===== config.mk =====
export PLATFORM = sky130hd
export DESIGN_NAME = vedic12_pp_combiner
export DESIGN_NICKNAME = d
export VERILOG_FILES = /design/src/rtl/vedic12_pp_combiner.sv
export SDC_FILE = /design/constraint.sdc
export NUM_CORES = 1
export LEC_CHECK = 0
export CAP_MARGIN = 20
export CORE_MARGIN = 4
export CORE_UTILIZATION = 50
export CTS_CLUSTER_SIZE = 40
export DETAILED_ROUTE_END_ITERATION = 8
export MAX_ROUTING_LAYER = met4
export PLACE_DENSITY = 0.8
export SLEW_MARGIN = 20
export SYNTH_ARGS = -nofsm -noshare
export SYNTH_HDL_FRONTEND = slang
export SYNTH_SLANG_ARGS = --single-unit

===== constraint.sdc =====
create_clock -name clk -period 4.2 [get_ports clk]
set_input_delay 0.84 -clock clk [delete_from_list [all_inputs] [get_ports clk]]
set_output_delay 0.84 -clock clk [all_outputs]
set_load 0.01 [all_outputs]

===== src/rtl/vedic12_pp_combiner.sv =====
// Sequential combiner for the four 6x6 Vedic partial products of a 12x12 multiply.
// One shared 2N-bit carry-lookahead adder accumulates the aligned terms over three cycles.
module vedic12_pp_combiner #(
   parameter int unsigned N = 12
) (
   input  logic             clk,
   input  logic             rst_n,
   input  logic             in_valid,
   output logic             in_ready,
   input  logic [N-1:0]     pp_ll,
   input  logic [N-1:0]     pp_hl,
   input  logic [N-1:0]     pp_lh,
   input  logic [N-1:0]     pp_hh,
   output logic             out_valid,
   input  logic             out_ready,
   output logic [2*N-1:0]   product,
   output logic             ovf
);

   localparam int unsigned W = 2 * N;
   localparam int unsigned H = N / 2;

   typedef enum logic [2:0] {IDLE, ADD1, ADD2, ADD3, DONE} state_t;

   state_t         state_q, state_d;
   logic [W-1:0]   acc_q, acc_d;
   logic [N-1:0]   hl_q, hl_d;
   logic [N-1:0]   lh_q, lh_d;
   logic [N-1:0]   hh_q, hh_d;
   logic           ovf_q, ovf_d;

   logic [W-1:0]   addend;
   logic [W-1:0]   sum;
   logic           cout;

   always_comb begin
      addend = '0;
      case (state_q)
         ADD1:    addend = {{N{1'b0}}, hl_q} << H;
         ADD2:    addend = {{N{1'b0}}, lh_q} << H;
         ADD3:    addend = {hh_q, {N{1'b0}}};
         default: addend = '0;
      endcase
   end

   // 4-bit lookahead blocks chained on block generate/propagate; W is a multiple of 4 since N is even.
   always_comb begin : cla
      logic [W-1:0] g;
      logic [W-1:0] p;
      logic [W:0]   c;
      g = acc_q & addend;
      p = acc_q ^ addend;
      c = '0;
      for (int unsigned grp = 0; grp < W / 4; grp++) begin
         c[4*grp+1] = g[4*grp] | (p[4*grp] & c[4*grp]);
         c[4*grp+2] = g[4*grp+1] | (p[4*grp+1] & g[4*grp])
                    | (p[4*grp+1] & p[4*grp] & c[4*grp]);
         c[4*grp+3] = g[4*grp+2] | (p[4*grp+2] & g[4*grp+1])
                    | (p[4*grp+2] & p[4*grp+1] & g[4*grp])
                    | (p[4*grp+2] & p[4*grp+1] & p[4*grp] & c[4*grp]);
         c[4*grp+4] = (g[4*grp+3] | (p[4*grp+3] & g[4*grp+2])
                    | (p[4*grp+3] & p[4*grp+2] & g[4*grp+1])
                    | (p[4*grp+3] & p[4*grp+2] & p[4*grp+1] & g[4*grp]))
                    | ((&p[4*grp +: 4]) & c[4*grp]);
      end
      sum  = p ^ c[W-1:0];
      cout = c[W];
   end

   always_comb begin
      state_d = state_q;
      acc_d   = acc_q;
      hl_d    = hl_q;
      lh_d    = lh_q;
      hh_d    = hh_q;
      ovf_d   = ovf_q;
      case (state_q)
         IDLE: begin
            if (in_valid) begin
               hl_d    = pp_hl;
               lh_d    = pp_lh;
               hh_d    = pp_hh;
               acc_d   = {{N{1'b0}}, pp_ll};
               ovf_d   = 1'b0;
               state_d = ADD1;
            end
         end
         ADD1: begin
            acc_d   = sum;
            ovf_d   = ovf_q | cout;
            state_d = ADD2;
         end
         ADD2: begin
            acc_d   = sum;
            ovf_d   = ovf_q | cout;
            state_d = ADD3;
         end
         ADD3: begin
            acc_d   = sum;
            ovf_d   = ovf_q | cout;
            state_d = DONE;
         end
         DONE: begin
            if (out_ready) state_d = IDLE;
         end
         default: state_d = IDLE;
      endcase
   end

   always_ff @(posedge clk) begin
      if (!rst_n) begin
         state_q <= IDLE;
         acc_q   <= '0;
         hl_q    <= '0;
         lh_q    <= '0;
         hh_q    <= '0;
         ovf_q   <= 1'b0;
      end else begin
         state_q <= state_d;
         acc_q   <= acc_d;
         hl_q    <= hl_d;
         lh_q    <= lh_d;
         hh_q    <= hh_d;
         ovf_q   <= ovf_d;
      end
   end

   assign in_ready  = (state_q == IDLE);
   assign out_valid = (state_q == DONE);
   assign product   = acc_q;
   assign ovf       = ovf_q;

endmodule


==> flow_metrics.env <==
export IMPL_status="finished clean"
export IMPL_die_area_um2=8110
export IMPL_synth_nets=489
export IMPL_fin_skew_ns=0.00901
export IMPL_setup_viol=0
export IMPL_path_clk_slew_ns=0.07
export IMPL_drt_total_wl_mm=8.38
export IMPL_wire_per_inst_um=14.8
export IMPL_gp_congestion=0.905
export IMPL_hpwl_mm=6.33
export IMPL_synth_area_um2=3370
export IMPL_drive_gt1_share_pct=7.16
export IMPL_r2r_end="product[20]"
export IMPL_ios=79
export IMPL_syn2layout_area_growth_pct=30.5
export IMPL_power_density_nw_per_um2=350
export IMPL_p_leak_uw=0.00176
export IMPL_ys_warn_count=0
export IMPL_worst_r2r_cell_count=11
export IMPL_drc_errors=0
export IMPL_diodes=0
export IMPL_final_nets=558
export IMPL_grt_pass1_wl_mm=14.2
export IMPL_die_x_um=90.0
export IMPL_grt_pass1_vias=2981
export IMPL_slew_viol_final=0
export IMPL_gr_total_overflow=0
export IMPL_core_area_um2=6460
export IMPL_fp_dieH_um=90.0
export IMPL_required_ns=4.41
export IMPL_postRouteAntennaNets=0
export IMPL_globalRouteTotalUtil_pct=22.0
export IMPL_ys_ff_latch=64
export IMPL_cts_sinks=64
export IMPL_synth_cell_types=49
export IMPL_n_fill_cell=524
export IMPL_maxCapViolations=0
export IMPL_placed_cells=550
export IMPL_synthArstFlopShare_pct=0
export IMPL_ir_worst_vdd_mv=0.227
export IMPL_vias_per_cell=5.39
export IMPL_num_vias=3049
export IMPL_slew_headroom_pct=47.8
export IMPL_cts_buffers=9
export IMPL_seq_area_frac_synth_pct=38.1
export IMPL_fin_cells=566
export IMPL_cts_hold_buf=0
export IMPL_insertion_delay_ns=0.35
export IMPL_crit_path_max_fanout=12
export IMPL_synthCells=415
export IMPL_crit_type="reg -> reg"
export IMPL_startpoint_type="register"
export IMPL_min_path_cells=2
export IMPL_rows=29
export IMPL_tightest_slew_ns=0.781
export IMPL_start_util_pct=52.1
export IMPL_grt_start_max_net_pins=46
export IMPL_ctsHtreeMaxLevel=3
export IMPL_synth_main_ff_cell="dfxtp_1"
export IMPL_tritoncts="built"
export IMPL_setup_tns_ns=0
export IMPL_cts_setup_buffers=0
export IMPL_finalCriticalPeriod_ns=3.67
export IMPL_finalCritPeriodShare_pct=87.4
export IMPL_syn_area_per_cell_um2=8.11
export IMPL_antenna_found_initial=0
export IMPL_rr_startpoint="state_q[0]"
export IMPL_crit_start="state_q[0]"
export IMPL_synth_edf_count=0
export IMPL_worstPathArrival_ns=3.88
export IMPL_r2r_slack_ns=0.53
export IMPL_worstSetupEndpoint="product[20]"
export IMPL_io_buffers=78
export IMPL_rsz0062_at_grt="no"
export IMPL_cts_buffer_depth=2
export IMPL_finalHoldViolCount=0
export IMPL_dr_pass1_iters=4
export IMPL_hold_class="reg -> reg"
export IMPL_end_kind="register"
export IMPL_fmax_ghz=0.272
export IMPL_drt_iter0_markers=134
export IMPL_cts_resized=0
export IMPL_clock_root_buffer="clkbuf_8"
## how the worst min path moves through the flow
stage,from,end,slack [ns]
2_1_floorplan,hh_q[0],hh_q[0],0.43
5_1_grt,hh_q[10],hh_q[10],0.48
4_1_cts,lh_q[7],lh_q[7],0.46
3_5_place_dp,lh_q[7],lh_q[7],0.45
3_3_place_gp,hh_q[9],hh_q[9],0.44
6_report,hh_q[9],hh_q[9],0.46
## routing by layer
layer	vias to the layer above	part of all wire [%]	global-route usage (%)
li1	1563	-	-
met1	1404	47	27.9
met2	75	48	34.6
met3	7	4.5	5.93
met4	0	0.64	6.25
met5	-	0	-
## cells in the mapped netlist, types with 2 or more instances
master,instances,area [um^2]
o21a_1,4,30.0
or2_2,2,12.5
nor2b_1,3,18.8
a21oi_1,40,200
dfxtp_1,64,1280
buf_2,9,45.0
o21ai_1,2,10.0
a22oi_1,18,135
fa_1,5,100
inv_1,9,33.8
nor3_1,3,15.0
xnor2_1,5,43.8
or3_1,2,12.5
nor2_1,40,150
a32oi_1,2,17.5
mux2_2,7,78.8
o21ai_0,4,20.0
nand2b_1,4,25.0
clkbuf_1,15,56.3
a21boi_1,7,52.6
a21o_1,3,22.5
and2_1,10,62.6
nand3b_1,2,15.0
nand2_1,97,364
o41ai_2,2,32.5
o21bai_1,2,15.0
nand3_1,4,20.0
a211oi_1,6,45.0
a32o_1,2,20.0
ha_1,17,213
a21boi_0,4,30.0
xor2_1,4,35.0
## worst max-delay path, stage by stage (launching register included)
cell and delay, ns:
dfxtp_1 0.53, nor2b_1 0.42, a22oi_1 0.12, or2_2 0.31, fa_1 0.44, nand2b_1 0.21
a2111oi_2 0.34, nor2_2 0.11, a32oi_1 0.35, fa_1 0.47, a22oi_1 0.16, nor2_1 0.05
## final cells by class
| class | count | area, um^2 | share of cell area [%] |
|---|---|---|---|
| Tap cell | 77 | 96.3 | 2.19 |
| Inverter | 10 | 37.5 | 0.854 |
| Timing Repair Buffer | 82 | 811 | 18.5 |
| Sequential cell | 64 | 1280 | 29.2 |
| Multi-Input combinational cell | 317 | 1950 | 44.3 |
| Clock inverter | 5 | 80.1 | 1.82 |
| Clock buffer | 11 | 141 | 3.22 |
## power by group
part	internal, uW	switching (uW)	leakage [uW]
logic	127	138	0.00113
clock network	349	247	0.000106
registers	647	30.5	0.000524
## registers in the layout (all words and copies together), names as in the netlist
name	count
ovf	1
state_q	3
hl_q	12
product	24
lh_q	12
hh_q	12
## metrics by stage
stage | cell area, um^2 | power, uW | worst slack [ns] | util, % | hold WS [ns]
floorplan | 3370 | 839 | 0.686 | - | 0.432
global placement | 4170 | 950 | 0.688 | 64.6 | 0.440
detailed placement | 4170 | 956 | 0.542 | 64.6 | 0.447
CTS | 4390 | 1550 | 0.551 | 68.0 | 0.457
global route | 4390 | 1610 | 0.189 | 68.0 | 0.476
finish | 4390 | 1540 | 0.530 | 68.0 | 0.455
## cells by family after synthesis
group                    after synthesis  synth area share, %
adder cells (fa/ha/maj)               22                 9.29
AO/OA/AOI/OAI                        108                 22.4
buffers and inverters                 34                 4.13
flip-flops                            64                 38.1
AND/OR/NAND/NOR                      171                 21.4
multiplexers                           7                 2.34
XOR/XNOR                               9                 2.34
## layout by cell type (no fill, tap or decap), types with 2 or more instances in the layout
cell type	synthesis	routed
a211oi_1	6	6
a21boi_0	4	4
a21boi_1	7	7
a21o_1	3	3
a21oi_1	40	40
a22oi_1	18	18
a32o_1	2	2
a32oi_1	2	2
and2_1	10	10
buf_4	0	4
bufinv_16	0	2
clkbuf_8	0	10
clkdlybuf4s50_1	0	78
clkinvlp_4	0	2
dfxtp_1	64	64
fa_1	5	5
ha_1	17	17
inv_1	9	9
mux2_2	7	7
nand2_1	97	97
nand2b_1	4	4
nand3_1	4	4
nand3b_1	2	2
nor2_1	40	40
nor2b_1	3	3
nor3_1	3	3
o21a_1	4	4
o21ai_0	4	4
o21ai_1	2	2
o21bai_1	2	2
o41ai_2	2	2
or2_2	2	2
or3_1	2	2
xnor2_1	5	5
xor2_1	4	4
(Power assumes the default switching activity.)
